## config.mk

```make
export PLATFORM = sky130hd
export DESIGN_NAME = execute_mc
export DESIGN_NICKNAME = d
export VERILOG_FILES = /design/src/rtl/execute_mc.sv
export SDC_FILE = /design/constraint.sdc
export NUM_CORES = 1
export LEC_CHECK = 0
export CORE_ASPECT_RATIO = 1.2
export CORE_UTILIZATION = 45
export DETAILED_ROUTE_END_ITERATION = 12
export PLACE_DENSITY = 0.69
export REMOVE_ABC_BUFFERS = 1
export SYNTH_ARGS = -nofsm -noshare
export SYNTH_HDL_FRONTEND = slang
export SYNTH_SLANG_ARGS = --single-unit
```

## constraint.sdc

```tcl
create_clock -name clk_i -period 5.4 [get_ports clk_i]
set_input_delay 1.08 -clock clk_i [delete_from_list [all_inputs] [get_ports clk_i]]
set_output_delay 1.08 -clock clk_i [all_outputs]
set_load 0.01 [all_outputs]
```

## src/rtl/execute_mc.sv

```systemverilog
// Y86-64 multi-cycle execute stage: valid/ready in, registered output slot,
// CC ownership, SINS flagging and an iterative shift-add multiplier.
//
// Ports:
//   clk_i, rst_n_i            clock, async active-low reset
//   in_valid_i / in_ready_o   decode handshake
//   icode_i, ifun_i, stat_i   instruction code, function, incoming status
//   dstE_i                    destination register for valE
//   valA_i, valB_i, valC_i    operands
//   cc_en_i                   0 = no CC write for this instruction
//   out_valid_o / out_ready_i memory-stage handshake on the output slot
//   valE_o, dstE_o, cnd_o     slot payload
//   stat_o                    slot status
//   cc_o                      {ZF,SF,OF}
//   busy_o                    multiplier iterating
module execute_mc #(
  parameter int DATA_W = 64,
  parameter bit MUL_EN = 1'b1
) (
  input  logic              clk_i,
  input  logic              rst_n_i,
  input  logic              in_valid_i,
  output logic              in_ready_o,
  input  logic [3:0]        icode_i,
  input  logic [3:0]        ifun_i,
  input  logic [2:0]        stat_i,
  input  logic [3:0]        dstE_i,
  input  logic [DATA_W-1:0] valA_i,
  input  logic [DATA_W-1:0] valB_i,
  input  logic [DATA_W-1:0] valC_i,
  input  logic              cc_en_i,
  output logic              out_valid_o,
  input  logic              out_ready_i,
  output logic [DATA_W-1:0] valE_o,
  output logic [3:0]        dstE_o,
  output logic              cnd_o,
  output logic [2:0]        stat_o,
  output logic [2:0]        cc_o,
  output logic              busy_o
);

  localparam logic [3:0] I_RRMOVQ = 4'h2;
  localparam logic [3:0] I_IRMOVQ = 4'h3;
  localparam logic [3:0] I_RMMOVQ = 4'h4;
  localparam logic [3:0] I_MRMOVQ = 4'h5;
  localparam logic [3:0] I_OPQ    = 4'h6;
  localparam logic [3:0] I_CALL   = 4'h8;
  localparam logic [3:0] I_RET    = 4'h9;
  localparam logic [3:0] I_PUSHQ  = 4'hA;
  localparam logic [3:0] I_POPQ   = 4'hB;

  localparam logic [2:0] S_AOK = 3'd1;
  localparam logic [2:0] S_INS = 3'd4;

  localparam logic [3:0] F_ADD = 4'd0;
  localparam logic [3:0] F_SUB = 4'd1;
  localparam logic [3:0] F_AND = 4'd2;
  localparam logic [3:0] F_XOR = 4'd3;
  localparam logic [3:0] F_MUL = 4'd4;

  localparam int CNT_W = $clog2(DATA_W + 1);
  localparam logic [DATA_W-1:0] EIGHT = DATA_W'(8);
  localparam logic [3:0] RNONE = 4'hF;

  typedef enum logic [1:0] {
    IDLE = 2'd0,
    MUL  = 2'd1,
    DONE = 2'd2
  } state_e;

  state_e state_q, state_d;

  // output slot
  logic              out_valid_q, out_valid_d;
  logic [DATA_W-1:0] val_e_q, val_e_d;
  logic [3:0]        dst_e_q, dst_e_d;
  logic              cnd_q, cnd_d;
  logic [2:0]        stat_q, stat_d;
  logic [2:0]        cc_q, cc_d;

  // multiplier context
  logic [DATA_W-1:0] mcand_q, mcand_d;
  logic [DATA_W-1:0] mplier_q, mplier_d;
  logic [DATA_W-1:0] acc_q, acc_d;
  logic [CNT_W-1:0]  cnt_q, cnt_d;
  logic [3:0]        m_dst_q, m_dst_d;
  logic              m_cnd_q, m_cnd_d;
  logic              m_ccen_q, m_ccen_d;

  // decode / ALU
  logic              is_op;
  logic              stat_aok;
  logic              illegal_op;
  logic              is_mul;
  logic              mul_start;
  logic [3:0]        alu_fn;
  logic [DATA_W-1:0] alu_a;
  logic [DATA_W-1:0] alu_b;
  logic [DATA_W-1:0] alu_r;
  logic              alu_of;
  logic [2:0]        cc_new;
  logic              cc_wr_now;
  logic              cnd;
  logic [3:0]        dst_sel;
  logic [2:0]        stat_sel;

  logic              slot_free;
  logic              accept;
  logic              wr_single;
  logic              wr_mul;

  assign is_op    = (icode_i == I_OPQ);
  assign stat_aok = (stat_i == S_AOK);

  assign illegal_op = is_op &&
                      ((ifun_i > F_MUL) ||
                       ((ifun_i == F_MUL) && !MUL_EN));

  assign is_mul    = is_op && (ifun_i == F_MUL) && MUL_EN;
  assign mul_start = is_mul && stat_aok;
  assign alu_fn    = is_op ? ifun_i : F_ADD;

  always_comb begin
    alu_a = '0;
    unique case (1'b1)
      (icode_i == I_RRMOVQ),
      (icode_i == I_OPQ):    alu_a = valA_i;
      (icode_i == I_IRMOVQ),
      (icode_i == I_RMMOVQ),
      (icode_i == I_MRMOVQ): alu_a = valC_i;
      (icode_i == I_CALL),
      (icode_i == I_PUSHQ):  alu_a = '0 - EIGHT;
      (icode_i == I_RET),
      (icode_i == I_POPQ):   alu_a = EIGHT;
      default:               alu_a = '0;
    endcase
  end

  always_comb begin
    alu_b = '0;
    unique case (1'b1)
      (icode_i == I_RMMOVQ),
      (icode_i == I_MRMOVQ),
      (icode_i == I_OPQ),
      (icode_i == I_CALL),
      (icode_i == I_RET),
      (icode_i == I_PUSHQ),
      (icode_i == I_POPQ): alu_b = valB_i;
      default:             alu_b = '0;
    endcase
  end

  // MUL and illegal functions fall to zero here; a legal AOK
  // multiply is produced by the iterative unit instead.
  always_comb begin
    alu_r  = '0;
    alu_of = 1'b0;
    unique case (alu_fn)
      F_ADD: begin
        alu_r  = alu_b + alu_a;
        alu_of = (alu_a[DATA_W-1] == alu_b[DATA_W-1]) &&
                 (alu_r[DATA_W-1] != alu_a[DATA_W-1]);
      end
      F_SUB: begin
        alu_r  = alu_b - alu_a;
        alu_of = (alu_a[DATA_W-1] != alu_b[DATA_W-1]) &&
                 (alu_r[DATA_W-1] != alu_b[DATA_W-1]);
      end
      F_AND: alu_r = alu_b & alu_a;
      F_XOR: alu_r = alu_b ^ alu_a;
      default: begin
        alu_r  = '0;
        alu_of = 1'b0;
      end
    endcase
  end

  assign cc_new = {(alu_r == '0), alu_r[DATA_W-1], alu_of};

  assign cc_wr_now = is_op && stat_aok && !illegal_op &&
                     !is_mul && cc_en_i;

  // condition from CC as held at accept
  always_comb begin
    cnd = 1'b0;
    unique case (ifun_i)
      4'd0:    cnd = 1'b1;
      4'd1:    cnd = (cc_q[1] ^ cc_q[0]) | cc_q[2];
      4'd2:    cnd = cc_q[1] ^ cc_q[0];
      4'd3:    cnd = cc_q[2];
      4'd4:    cnd = !cc_q[2];
      4'd5:    cnd = !(cc_q[1] ^ cc_q[0]);
      4'd6:    cnd = !(cc_q[1] ^ cc_q[0]) && !cc_q[2];
      default: cnd = 1'b0;
    endcase
  end

  assign dst_sel = ((icode_i == I_RRMOVQ) && !cnd) ?
                   RNONE : dstE_i;

  assign stat_sel = (illegal_op && stat_aok) ? S_INS : stat_i;

  // FSM: state register
  always_ff @(posedge clk_i or negedge rst_n_i) begin
    if (!rst_n_i) begin
      state_q <= IDLE;
    end else begin
      state_q <= state_d;
    end
  end

  // FSM: next state
  always_comb begin
    state_d = state_q;
    unique case (state_q)
      IDLE: begin
        if (accept && mul_start) state_d = MUL;
      end
      MUL: begin
        if (cnt_q == CNT_W'(1)) state_d = DONE;
      end
      DONE: begin
        if (slot_free) state_d = IDLE;
      end
      default: state_d = IDLE;
    endcase
  end

  // FSM: outputs
  always_comb begin
    slot_free  = !out_valid_q || out_ready_i;
    in_ready_o = (state_q == IDLE) && slot_free;
    busy_o     = (state_q == MUL);
    accept     = in_valid_i && in_ready_o;
    wr_single  = accept && !mul_start;
    wr_mul     = (state_q == DONE) && slot_free;
  end

  // slot, CC and multiplier datapath
  always_comb begin
    out_valid_d = out_valid_q;
    val_e_d     = val_e_q;
    dst_e_d     = dst_e_q;
    cnd_d       = cnd_q;
    stat_d      = stat_q;
    cc_d        = cc_q;
    mcand_d     = mcand_q;
    mplier_d    = mplier_q;
    acc_d       = acc_q;
    cnt_d       = cnt_q;
    m_dst_d     = m_dst_q;
    m_cnd_d     = m_cnd_q;
    m_ccen_d    = m_ccen_q;

    if (wr_single) begin
      out_valid_d = 1'b1;
      val_e_d     = alu_r;
      dst_e_d     = dst_sel;
      cnd_d       = cnd;
      stat_d      = stat_sel;
      if (cc_wr_now) cc_d = cc_new;
    end else if (wr_mul) begin
      out_valid_d = 1'b1;
      val_e_d     = acc_q;
      dst_e_d     = m_dst_q;
      cnd_d       = m_cnd_q;
      stat_d      = S_AOK;
      if (m_ccen_q) begin
        cc_d = {(acc_q == '0), acc_q[DATA_W-1], 1'b0};
      end
    end else if (out_ready_i) begin
      out_valid_d = 1'b0;
    end

    if (accept && mul_start) begin
      mcand_d  = alu_b;
      mplier_d = alu_a;
      acc_d    = '0;
      cnt_d    = CNT_W'(DATA_W);
      m_dst_d  = dst_sel;
      m_cnd_d  = cnd;
      m_ccen_d = cc_en_i;
    end else if (state_q == MUL) begin
      if (mplier_q[0]) acc_d = acc_q + mcand_q;
      mcand_d  = mcand_q << 1;
      mplier_d = mplier_q >> 1;
      cnt_d    = cnt_q - CNT_W'(1);
    end
  end

  always_ff @(posedge clk_i or negedge rst_n_i) begin
    if (!rst_n_i) begin
      out_valid_q <= 1'b0;
      val_e_q     <= '0;
      dst_e_q     <= RNONE;
      cnd_q       <= 1'b0;
      stat_q      <= S_AOK;
      cc_q        <= 3'b100;
      mcand_q     <= '0;
      mplier_q    <= '0;
      acc_q       <= '0;
      cnt_q       <= '0;
      m_dst_q     <= RNONE;
      m_cnd_q     <= 1'b0;
      m_ccen_q    <= 1'b0;
    end else begin
      out_valid_q <= out_valid_d;
      val_e_q     <= val_e_d;
      dst_e_q     <= dst_e_d;
      cnd_q       <= cnd_d;
      stat_q      <= stat_d;
      cc_q        <= cc_d;
      mcand_q     <= mcand_d;
      mplier_q    <= mplier_d;
      acc_q       <= acc_d;
      cnt_q       <= cnt_d;
      m_dst_q     <= m_dst_d;
      m_cnd_q     <= m_cnd_d;
      m_ccen_q    <= m_ccen_d;
    end
  end

  assign out_valid_o = out_valid_q;
  assign valE_o      = val_e_q;
  assign dstE_o      = dst_e_q;
  assign cnd_o       = cnd_q;
  assign stat_o      = stat_q;
  assign cc_o        = cc_q;

endmodule

```

# Word-level counts from Yosys, hierarchy flattened
# Cells that the tools add are included.
# word_totals
output_inout_bits	78
word_cells	132
input_bits	212
ff_bits	283
# op_classes
n_addsub	4
muxes	36
bitwise_logic	4
n_eq_ne	30
order_cmp	1
n_reduce_logical	43
# ops
operator	count
two-way mux 64 bit	10
one-hot mux 64 bit (4 select lines)	2
adder 64 bit	2
zero test 64 bit	2
AND 64 bit	1
subtractor 64 bit	1
XOR 64 bit	1
== test 4 x 2 -> 1 bit (second input constant)	6
== test 4 x 3 -> 1 bit (second input constant)	6
two-way mux 3 bit	7
logical AND 1 bit	17
== test 4 bit (second input constant)	4
two-way mux 4 bit	4
two-way mux 7 bit	2
== test 4 x 1 -> 1 bit (second input constant)	2
zero test 4 bit	2
nonzero test 2 bit	4
== test 7 x 1 -> 1 bit (second input constant)	1
zero test 1 bit	7
one-hot mux 1 bit (7 select lines)	1
OR reduction 7 bit	1
subtractor 7 x 1 -> 7 bit (second input constant)	1
two-way mux 2 bit	3
one-hot mux 2 bit (3 select lines)	1
19 further kinds	30

# Logic depth before layout (Yosys ltp)
# depth
depth_word	9
mapped_depth	23
depth_no_buf	22

# Worst setup path before layout
# No wires, ideal clock.
# synth_timing
kind	in2reg
from	in icode_i[2]
to	reg cc_q[2], in the netlist cc_o[2]
n_path_buf	2
cell_stages	22
setup_ps	86
arrival_time_ps	6405
t_required_ps	5314
path_slack_ps	-1091
path_cell_list	inv_1 -> mux2_2 -> nor2_1 -> clkbuf_1 -> buf_1 -> a22o_1 -> ha_1 -> inv_1 -> fa_1 -> nor2_1 -> o311a_1 -> o311ai_2 -> a2111oi_4 -> nor4_1 -> o211ai_1 -> a31oi_1 -> o21ai_2 -> mux2_2 -> o22ai_1 -> or4b_2 -> or4_1 -> o31ai_2
# synth_between
elab_chain_len	8
elab_cells_between_ends	44
cone_classes	add/sub: 2; eq/ne: 13; mux: 6; bitwise: 2; reduce/logical: 21
# synth_rtl
item	line	source
start: declaration	24	input logic [3:0] icode_i,
== test 4 x 2 -> 1 bit (tied with other cells)	128	(icode_i == I_IRMOVQ),
OR reduction 3 bit (tied with other cells)	125	unique case (1'b1)
one-hot mux 64 bit (4 select lines) (tied with other cells)	125	
subtractor 64 bit (tied with other cells)	165	alu_r = alu_b - alu_a;
one-hot mux 64 bit (4 select lines) / logical AND 1 bit (equally long branches)	158, 180	
zero test 64 bit / logical AND 1 bit (equally long branches)	178, 181	
two-way mux 3 bit / inequality test 2 bit (equally long branches)	-	
two-way mux 3 bit / AND reduction 3 bit (equally long branches)	-	
end signal: assignment	298	cc_q <= 3'b100;
end signal: assignment	312	cc_q <= cc_d;
end: declaration	79	logic [2:0] cc_q, cc_d;
# Several ways; a longest one is shown, not always the timed one. The select of a mux whose other input is x is not followed.
# A chain may end at the register's enable or synchronous reset.

# Final worst setup path
# layout_timing
from	in icode_i[0]
to	reg cc_q[2], in the netlist cc_o[2]
# Same word-level chain as after synthesis.

==> impl_metrics.tcl <==
set metrics [dict create \
    final-max-slew-violation-count 0 \
    p_leak_nw 19.2 \
    via_count 34485 \
    layout-drive-gt1-share_pct 27.4 \
    core-area_um2 59800 \
    crit_slowest_cell "or4b_2" \
    grt.total_usage_pct 43.7 \
    finalCritPeriodShare_pct 107 \
    holdPathEnd "m_dst_q[1]" \
    vias_per_cell 6.19 \
    syn_to_final_growth_pct 49.1 \
    crit_family "simple AND/OR/NAND/NOR gates" \
    hpwl_mm 108 \
    wire_per_inst_um 24.7 \
    violations "negative setup slack" \
    critical_path_class "primary input to flip-flop" \
    placedCellCount 5447 \
    async_flop_share_pct 100 \
    grt_overflow 0 \
    cts_buffers 36 \
    clockBufferDepth 3 \
    fmax_ghz 0.173 \
    syn_area_um2 27400 \
    grt_pass1_vias 33410 \
    ir_drop_mv 0.247 \
    synth_edf_count 0 \
    critical_path.max_fanout 20 \
    rr_worst_depth 17 \
    clock_latency_ns 0.58 \
    synth-seq-area-share_pct 25.9 \
    start_util_pct 45.7 \
    path_clk_slew_ns 0.07 \
    rsz0062_at_grt "yes" \
    die_h_um 272 \
    dp_slack_ns -1.93 \
    finalHoldViolCount 0 \
    drt_iter0_drc 3448 \
    hold_class "flip-flop to flip-flop" \
    status "finished with violations" \
    fin_nets 5155 \
    num_rows 98 \
    drv_cap 0 \
    period_needed_ns 5.78 \
    finalSetupViolCount 5 \
    drt_wl_total_mm 138 \
    synth_ff_type "dfrtp_1" \
    pin_count 290 \
    worst-path-buf-inv 8 \
    finalNonFillerCells 5567 \
    synth_area_per_cell_um2 7.50 \
    clock_skew_ns 0.0196 \
    synthCells 3647 \
    synth.distinct_cells 98 \
    multiInputGateArea_um2 20100 \
    ant_nets 0 \
    worst_path_most_repeated_cell "buf_4" \
    r2r_end "acc_q[61]" \
    worstPathRequired_ns 5.90 \
    yosys-top-cells-count "nand2_1 (485), nor2_1 (325), a21oi_1 (298)" \
    grt_max_degree 95 \
    num-fill-cells 5158 \
    power_density_nw_per_um2 203 \
    drc 0 \
    worst_slew_pin_slew_ns 1.23 \
    worst_slack_ns -0.377 \
    r2r_slack_ns 0.56 \
    cts_tree "built" \
    cp-end-kind "flip-flop" \
    grt_pass1_wl_mm 204 \
    startpoint_type "primary input" \
    slowest_delay_ns 0.69 \
    synth-seq-cells 283 \
    relSlewSlack_pct 17.7 \
    power_mw 8.29 \
    gp_congestion 1.08 \
    whs_ns 0.480 \
    firstDrtPassIters 6 \
    yosysMostFrequentCell "nand2_1" \
    ctsHoldBuffers 0 \
    synth_top_area_cell "dfrtp_1" \
    clock_sinks 283 \
    die-area_um2 61800 \
    portBuffers 289 \
    hold_depth 2 \
    htree_levels 2 \
    cts_root_buf "clkbuf_16" \
    min_from "m_dst_q[1]" \
    antenna_found_initial 2 \
    synth_top_area_share_pct 25.0 \
    ys.warnings.count 0 \
    yosys-top-cells-area "dfrtp_1 (25%), ha_1 (9.2%), nand2_1 (6.7%), a21oi_1 (5.5%), nor2_1 (4.5%)" \
    rr_startpoint "acc_q[5]" \
    cp.arrival_ns 6.28 \
    die_x_um 227 \
    regArea_um2 7090 \
]
==> metrics by stage <==
step                      TNS, ns  util, %  cell area, µm²
after floorplan           -608.12        -           26500
after global routing        -1.66     68.2           40800
after detailed placement   -34.86     62.9           37700
final                      -0.581     68.2           40800
after global placement     -31.58     62.9           37700
after CTS                  -0.438     67.6           40500
==> layer usage <==
| metal | global-route usage, % | vias to the layer above | wire, µm |
|---|---|---|---|
| li1 | - | 15689 | - |
| met1 | 57.6 | 16625 | 56100 |
| met2 | 67.1 | 1802 | 60300 |
| met3 | 9.03 | 367 | 13400 |
| met4 | 22.3 | 2 | 7960 |
| met5 | 0 | - | 10 |
==> worst max-delay path by stage <==
stage | startpoint | end | slack, ns | cells after the start
2_1_floorplan | icode_i[3] | mcand_q[1] | -4.05 | 6
3_3_place_gp | icode_i[2] | cc_o[2] | -1.81 | 25
4_1_cts | valC_i[3] | cc_o[2] | -0.34 | 23
6_report | icode_i[0] | cc_o[2] | -0.38 | 27
5_1_grt | icode_i[0] | cc_o[2] | -0.62 | 26
3_5_place_dp | icode_i[0] | cc_o[2] | -1.93 | 24
==> state kept, by name, indices dropped and copies added, names as in the netlist, 2 cells and up <==
register	flops
acc_q	64
m_dst_q	4
valE_o	64
state_q	2
mcand_q	64
cnt_q	7
mplier_q	64
stat_o	3
dstE_o	4
cc_o	3
==> cell usage in the layout, fill, tap and decap left out, drive strengths merged, types with 41 or more instances in the layout <==
master and instances:
and3 41, o31ai 41, nand2 485, buf 997
a221oi 80, a221o 64, a31oi 63, clkdlybuf4s50 282
o21ai 246, nand4 51, clkbuf 48, nor2b 44
nand3 124, inv 169, ha 201, a22oi 106
a21oi 300, dfrtp 273, xnor2 56, a21o 75
nor3 66, nor2 325, and2 77, nor4 58
==> layout make-up <==
cell class	instances	share of cell area (%)
Timing Repair Buffer	1279	26.3
Sequential cell	283	17.4
Multi-Input combinational cell	2974	49.4
Clock buffer	48	2.44
Tap cell	800	2.45
Inverter	165	1.53
Antenna cell	1	0.00614
Clock inverter	17	0.512
==> logic make-up after synthesis <==
family,Yosys count,synth area share [%]
simple gates,1381,23.7
compound gates,1271,31.6
buf+inv,390,5.45
flops,283,25.9
fa+ha+maj,205,9.45
xor+xnor,94,3.01
mux,23,0.869
==> worst reg2reg max path: cells and delay by family (launching register included) <==
kind	cells	cell delay [ns]
AOI/OAI and AO/OA	9	1.75
xor gates and xnor gates	1	0.14
adders and majority gates	1	0.38
buffers and inverters	2	0.38
DFF	1	0.51
and+or+nand+nor	4	1.52
==> repair_timing <==
action	4_1_cts	5_1_grt
pin swaps	71	17
resized for setup	253	57
gates cloned	2	0
endpoints found under the setup margin	30	9
buffers inserted	51	6
==> where the power goes <==
group	internal, mW	leakage (nW)	switching, mW
Combinational	1.70	15.1	1.85
Sequential	2.17	3.44	0.0423
Clock	1.46	0.596	1.07
(Power assumes the default switching activity.)
